### config.mk
export PLATFORM = sky130hd
export DESIGN_NAME = prga
export DESIGN_NICKNAME = d
export VERILOG_FILES = /design/src/rtl/prga.sv
export SDC_FILE = /design/constraint.sdc
export NUM_CORES = 1
export LEC_CHECK = 0
export ABC_CLOCK_PERIOD_IN_PS = 1950
export BUFFER_PORTS_ARGS = -buffer_cell sky130_fd_sc_hd__buf_2
export CORE_ASPECT_RATIO = 0.75
export CORE_MARGIN = 4
export CORE_UTILIZATION = 50
export DETAILED_ROUTE_END_ITERATION = 10
export GPL_TIMING_DRIVEN = 0
export PLACE_DENSITY_LB_ADDON = 0.3
export SLEW_MARGIN = 20
export SYNTH_ARGS = -nofsm -noshare
export SYNTH_HDL_FRONTEND = slang
export SYNTH_SLANG_ARGS = --single-unit
### constraint.sdc
create_clock -name clk -period 1.95 [get_ports clk]
set_input_delay 0.39 -clock clk [delete_from_list [all_inputs] [get_ports clk]]
set_output_delay 0.39 -clock clk [all_outputs]
set_load 0.05 [all_outputs]
### src/rtl/prga.sv
// ARC4 keystream generator and decryptor: continues the i/j swap walk over S memory
// and XORs a length-prefixed ciphertext into a length-prefixed plaintext.
module prga (
    input  logic       clk,
    input  logic       rst_n,
    input  logic       en,
    output logic       rdy,
    output logic [7:0] s_addr,
    input  logic [7:0] s_rddata,
    output logic [7:0] s_wrdata,
    output logic       s_wren,
    output logic [7:0] ct_addr,
    input  logic [7:0] ct_rddata,
    output logic [7:0] pt_addr,
    output logic [7:0] pt_wrdata,
    output logic       pt_wren
);

    typedef enum logic [3:0] {
        IDLE, LEN_A, LEN_D, RD_I, RD_J, WR_I, WR_J, RD_PAD, XOR
    } state_t;

    state_t     state, state_nxt;
    logic [7:0] i, j, k, len, si, sj, ct_byte;

    always_ff @(posedge clk or negedge rst_n) begin
        if (!rst_n) state <= IDLE;
        else        state <= state_nxt;
    end

    always_ff @(posedge clk or negedge rst_n) begin
        if (!rst_n) begin
            i       <= '0;
            j       <= '0;
            k       <= '0;
            len     <= '0;
            si      <= '0;
            sj      <= '0;
            ct_byte <= '0;
        end else begin
            case (state)
                IDLE: begin
                    i <= '0;
                    j <= '0;
                    k <= '0;
                end
                LEN_D: begin
                    len <= ct_rddata;
                    i   <= 8'd1;
                    k   <= 8'd1;
                end
                RD_J: begin
                    si <= s_rddata;
                    j  <= j + s_rddata;
                end
                WR_I: sj      <= s_rddata;
                WR_J: ct_byte <= ct_rddata;
                XOR: begin
                    if (k != len) begin
                        k <= k + 8'd1;
                        i <= i + 8'd1;
                    end
                end
                default: ;
            endcase
        end
    end

    always_comb begin
        state_nxt = IDLE;
        rdy       = 1'b0;
        s_addr    = '0;
        s_wrdata  = '0;
        s_wren    = 1'b0;
        ct_addr   = '0;
        pt_addr   = '0;
        pt_wrdata = '0;
        pt_wren   = 1'b0;
        case (state)
            IDLE: begin
                rdy       = 1'b1;
                state_nxt = en ? LEN_A : IDLE;
            end
            LEN_A: state_nxt = LEN_D;
            LEN_D: begin
                pt_wrdata = ct_rddata;
                pt_wren   = 1'b1;
                state_nxt = (ct_rddata == 8'd0) ? IDLE : RD_I;
            end
            RD_I: begin
                s_addr    = i;
                state_nxt = RD_J;
            end
            // The new j is needed as an address this cycle, before it is registered.
            RD_J: begin
                s_addr    = j + s_rddata;
                state_nxt = WR_I;
            end
            WR_I: begin
                s_addr    = i;
                s_wrdata  = s_rddata;
                s_wren    = 1'b1;
                ct_addr   = k;
                state_nxt = WR_J;
            end
            WR_J: begin
                s_addr    = j;
                s_wrdata  = si;
                s_wren    = 1'b1;
                ct_addr   = k;
                state_nxt = RD_PAD;
            end
            RD_PAD: begin
                s_addr    = si + sj;
                state_nxt = XOR;
            end
            XOR: begin
                pt_addr   = k;
                pt_wrdata = s_rddata ^ ct_byte;
                pt_wren   = 1'b1;
                state_nxt = (k == len) ? IDLE : RD_I;
            end
            default: begin
                rdy       = 1'b1;
                state_nxt = IDLE;
            end
        endcase
    end

endmodule

Word-level counts from Yosys, hierarchy flattened
Index checks and enable logic that the tools add are counted.
{"block": "op_classes", "addsub": 4, "bitwise_logic": 1, "eq_ne": 11, "reduce_logical": 9, "muxes": 17}
{"op": "$pmux 8 s2", "count": 3}
{"op": "$pmux 8 s3", "count": 2}
{"op": "$pmux 4 s9", "count": 1}
{"op": "$mux 8", "count": 4}
{"op": "$pmux 8 s4", "count": 1}
{"op": "$add 8x1->8 const B", "count": 2}
{"op": "$add 8x8->8", "count": 2}
{"op": "$eq 4x3->1 const B", "count": 4}
{"op": "$eq 4x2->1 const B", "count": 2}
{"op": "$eq 8x8->1", "count": 1}
{"op": "$logic_not 8->1", "count": 1}
{"op": "$ne 8x8->1", "count": 1}
{"op": "$reduce_or 8->1", "count": 1}
{"op": "$xor 8x8->8", "count": 1}
{"op": "$reduce_or 2->1", "count": 3}
{"op": "$eq 4x1->1 const B", "count": 1}
{"op": "$eq 4x4->1 const B", "count": 1}
{"op": "$logic_not 4->1", "count": 1}
{"op": "$mux 1", "count": 4}
{"op": "$mux 2", "count": 2}
{"op": "$reduce_bool 3->1", "count": 1}
{"op": "$ne 2x2->1 const B", "count": 1}
{"op": "$reduce_and 2->1", "count": 1}
{"op": "$reduce_bool 2->1", "count": 1}
{"block": "totals", "ff_bits": 60, "inputBits": 19, "output_inout_bits": 43, "word_cells": 50}

Longest topological paths before layout
{"block": "logic_depth", "word_depth": 3, "depth_mapped": 8, "mapped_depth_nobuf": 8}

Worst setup path before layout
OpenSTA, ideal clock, no wires.
{"block": "synth_timing", "kind": "reg2out", "start": "reg si[0]", "end": "out s_addr[6]", "path_buffers": 0, "t_required_ns": 1.560, "arrival_time_ns": 2.630, "path_slack_ns": -1.070, "stages_incl_launch_ff": 9, "cell_sequence": "dfrtp_1 -> ha_1 -> inv_1 -> fa_1 -> nor2b_1 -> o31a_1 -> o21a_1 -> o21a_1 -> o31ai_1"}
{"block": "synth_between", "elab_chain_len": 2}
{"element": "start, declared", "line": "24", "source": "logic [7:0] i, j, k, len, si, sj, ct_byte;"}
{"element": "start signal, assigned", "line": "53", "source": "si <= s_rddata;"}
{"element": "$add 8x8->8", "line": "114", "source": "s_addr = si + sj;"}
{"element": "$pmux 8 s4", "line": "79", "source": "case (state)"}
{"element": "end, declared", "line": "8", "source": "output logic [7:0] s_addr,"}
No other way between the ends.

Final worst setup path
{"block": "layout_timing", "start": "reg sj[0]", "end": "out s_addr[4]"}
{"block": "layout_between", "elab_chain_len": 2}
{"element": "start, declared", "line": "24"}
{"element": "start signal, assigned", "line": "56", "source": "WR_I: sj <= s_rddata;"}
{"element": "$add 8x8->8", "line": "114"}
{"element": "$pmux 8 s4", "line": "79"}
No other way between the ends.

==> out/results.md <==
| Metric | This run | Unit |
|:---|:---|:---|
| TritonCTS Buffers | 9 | - |
| Drt pass-1 iters | 10 | - |
| Largest cells by area after synthesis | sky130_fd_sc_hd__dfrtp_1 40%, sky130_fd_sc_hd__nand2_1 7.5%, sky130_fd_sc_hd__xnor2_1 5.6% | - |
| CP required | 1.56 | ns |
| Number of enable-type register cells in the synthesized netlist | 0 | - |
| Biggest area consumer among synthesized cells | sky130_fd_sc_hd__dfrtp_1 | - |
| Largest buffer count on any clock path | 2 | - |
| First element of the critical path | sj[0]$_DFFE_PN0P_ | - |
| Mean cell area of the mapped netlist | 9.428 | sq um |
| Master cell of the clock root buffer | sky130_fd_sc_hd__clkbuf_8 | - |
| FMAX | 342.6 | MHz |
| Class of the most critical hold timing path | in -> async | - |
| Count of unresolved DRC violations after routing | 1 | - |
| Slowest cell on the critical path | sky130_fd_sc_hd__fa_2 | - |
| Clock latency reported for the late side of the worst-skew pair | 0.37 | ns |
| Clock tree from TritonCTS | built | - |
| Leftover overflow at the end of global routing | 0 | - |
| Most frequent standard cell in the layout excluding fill and tap cells | sky130_fd_sc_hd__nand2_1 | - |
| Min cycle time layout | 2.919 | ns |
| Share of post-route cells with drive strength above 1 | 53.44 | % |
| Placeable core region | 7331 | sq um |
| Power density over the cells | 838.6 | nW/um^2 |
| Setup repair after global routing missed its margin | yes | - |
| Share of synthesized area occupied by flip-flops and latches | 39.81 | % |
| Vertical die dimension | 83.21 | um |
| Maximum fanout along the worst path | 2 | - |
| Met2 Use GR | 48.70 | % |
| Arrival time of the worst setup path | 2.53 | ns |
| Accumulated negative setup slack | -22.82 | ns |
| Combined flip-flop and latch cell area | 1510 | sq um |
| Area share of the largest cell type after synthesis | 39.81 | % |
| Slowest cell delay on critical path | 0.41 | ns |
| Worst supply voltage drop on vdd | 1.292 | mV |
| Instance count of the mapped netlist | 400 | - |
| Synth-to-layout area growth | 63.80 | % |
| Syn Nets | 437 | - |
| Outcome | complete, but fails checks | - |
| Clock transition at the register clock pins on the worst setup and hold paths after CTS | 0.09 | ns |
| Share of async-settable or async-resettable flops after synthesis | 100.0 | % |
| Worst path setup slack after routing | -0.9693 | ns |
| Placer Congestion | 0.9196 | - |
| Most used DFF post-synth | sky130_fd_sc_hd__dfrtp_1 | - |
| Worst setup path end | s_addr[4] | - |
| Via count of the first global-routing pass | 4,059 | - |
| Violations in the final reports | DRC, setup timing | - |
| Worst-margin pin slew | 0.7910 | ns |
| Final total power | 5180 | uW |
| Leading cell types in the layout, fill and taps excluded | 68 x sky130_fd_sc_hd__nand2_1, 53 x sky130_fd_sc_hd__dfrtp_1, 37 x sky130_fd_sc_hd__buf_6 | - |
| Layout fillers | 303 | - |
| Clk_skew | 0.02279 | ns |
| Overall die area | 9010 | sq um |
| Wirelength per Cell | 28.63 | um |
| Critical Path End Type | output pin | - |
| Leakage power of the design | 0.002732 | uW |
| Via count | 4,371 | - |
| Max Transition Viols Final | 0 | - |
| Initial antenna violation count | 0 | - |
| Count of final hold-check violations | 0 | - |
| Iter 0 DRT Violations | 652 | - |
| DIE WIDTH | 108.3 | um |
| I/O pin count | 62 | - |
| Met3 capacity usage during global routing | 12.43 | % |
| IO Port Bufs | 61 | - |
| Yosys cell types | 55 | - |
| Max Cap Violations | 0 | - |
| Maximum number of pins on one net before global-route repair | 61 | - |
| Chain of cells forming the critical path | ha_2, inv_2, fa_2, nor2b_2, o31a_1, buf_4, a211oi_2, a221oi_2, nand2_4, buf_8 | - |
| CTS Hold Bufs | 0 | - |
| Count of synthesis-stage warnings from yosys | 0 | - |
| Antenna Violating Nets Remaining | 0 | - |
| Most crowded layer after global routing | met2 | - |
| # clock sinks | 60 | - |
| Global-route met1 utilization | 38.57 | % |
| Area used by multi-input combinational logic | 2950 | sq um |
| Number of antenna diodes | 0 | - |
| Global-route wire length before repair | 21,680 | um |
| Num rows | 27 | - |
| Post-synthesis sequential element count | 60 | - |
| Per-cell via count in the routed design | 6.994 | - |
| Post-detailed-placement half-perimeter wirelength | 7625 | um |
| Area of the mapped netlist | 3771 | sq um |
| Final Routed Wirelength | 17,900 | um |
| Setup Viol. Count Final | 58 | - |
| Register-to-register setup slack | -0.29 | ns |
| Post-route fraction of the period consumed by the critical path | 149.7 | % |
| Headroom to the max-slew limit | 47.27 | % |
| Critical R2R Capture | i[7]$_DFFE_PN0P_ | - |
| Effective utilization at floorplan | 51.44 | % |
| Worst reg-to-reg path cell count | 7 | - |
| Launch instance of the worst register-to-register path | state[1]$_DFF_PN0_ | - |
| Worst Path Class, Setup | reg -> out | - |
| Startpoint type of the worst setup path | flop | - |
| Final-stage net count | 557 | - |
| Total GRT Usage | 31.27 | % |
| H-tree depth | 3 | - |
-- routing by layer --
metal / wire [um] / vias to the layer above
met5: 0 / -
met4: 1464 / 0
met3: 2406 / 158
met2: 7839 / 455
met1: 6187 / 2085
li1: - / 1673
-- logic make-up after synthesis --
logic type               Yosys count  synth area share (%)
buffers and inverters             28                 3.285
AO/OA/AOI/OAI                     92                 17.68
adder cells (fa/ha/maj)           18                 6.370
AND/OR/NAND/NOR                  151                 19.77
XOR/XNOR                          31                 7.200
multiplexers                      20                 5.873
flip-flops                        60                 39.81
-- state kept, by name (all words and copies together) (netlist names) --
name	count
ct_byte	8
i	8
j	8
k	8
len	8
si	8
sj	8
state	4
-- where the power goes --
group / total [uW] / internal, uW / switching [uW] / leakage, uW
logic: 2510 / 1040 / 1470 / 0.00194
registers: 1490 / 1360 / 127 / 0.000696
clock network: 1180 / 611 / 572 / 0.0000979
total: 5180 / 3010 / 2170 / 0.00273
-- critical path, delay by kind of cell, from the launching register on --
kind / cells / cell delay, ns
flip-flops: 1 / 0.39
adder cells (fa/ha/maj): 2 / 0.64
AO/OA/AOI/OAI: 3 / 0.54
buffers and inverters: 3 / 0.34
AND/OR/NAND/NOR: 2 / 0.26
-- worst min path at each step --
stage                  startpoint                     end  slack (ns)  cells after the start
6_report                    rst_n        k[6]$_DFFE_PN0P_        0.08                      1
2_1_floorplan               rst_n  ct_byte[0]$_DFFE_PN0N_        0.09                      0
3_3_place_gp   len[0]$_DFFE_PN0P_      len[0]$_DFFE_PN0P_        0.49                      2
4_1_cts                     rst_n        k[4]$_DFFE_PN0P_        0.14                      1
5_1_grt                     rst_n      len[0]$_DFFE_PN0P_        0.15                      1
3_5_place_dp    sj[0]$_DFFE_PN0P_       sj[0]$_DFFE_PN0P_        0.50                      1
-- per-stage QoR --
stage | util, % | hold WS, ns | instances | cell area (sq um) | worst slack, ns
after detailed placement | 60.85 | 0.5009 | 562 | 4461 | -0.9213
after floorplan | - | 0.09441 | 400 | 4026 | -0.4504
after global placement | 60.81 | 0.4878 | 562 | 4458 | -0.8610
final | 84.26 | 0.08372 | 625 | 6177 | -0.9693
after CTS | 77.69 | 0.1424 | 614 | 5695 | -0.7722
after global routing | 84.26 | 0.1497 | 625 | 6177 | -1.016
-- synth_stat cells, drive strengths merged, types with 8 or more instances --
cell and n:
dfrtp 60, xnor2 24, a22o 13, nor2 19, nor3 10, inv 8, ha 16, o21ai 21
nand2 75, a21oi 9, buf 10, clkbuf 10, mux2 17, and2 15
-- repair_timing --
item                                    CTS  global route
buffers inserted                         37            18
cloned                                    2             1
endpoints found under the setup margin   65            60
gates resized for setup                 204            85
pin swaps                                31            33
-- final cells by class --
class	instances	area share, %
multi-input cells	312	47.76
flip-flops and latches	60	24.45
repair buffers	112	19.14
plain buffers	17	2.998
clock buffers	10	2.228
well taps	101	2.046
clock inverters	5	0.8507
inverters	8	0.5266
Power figures use the tool's default switching activity.
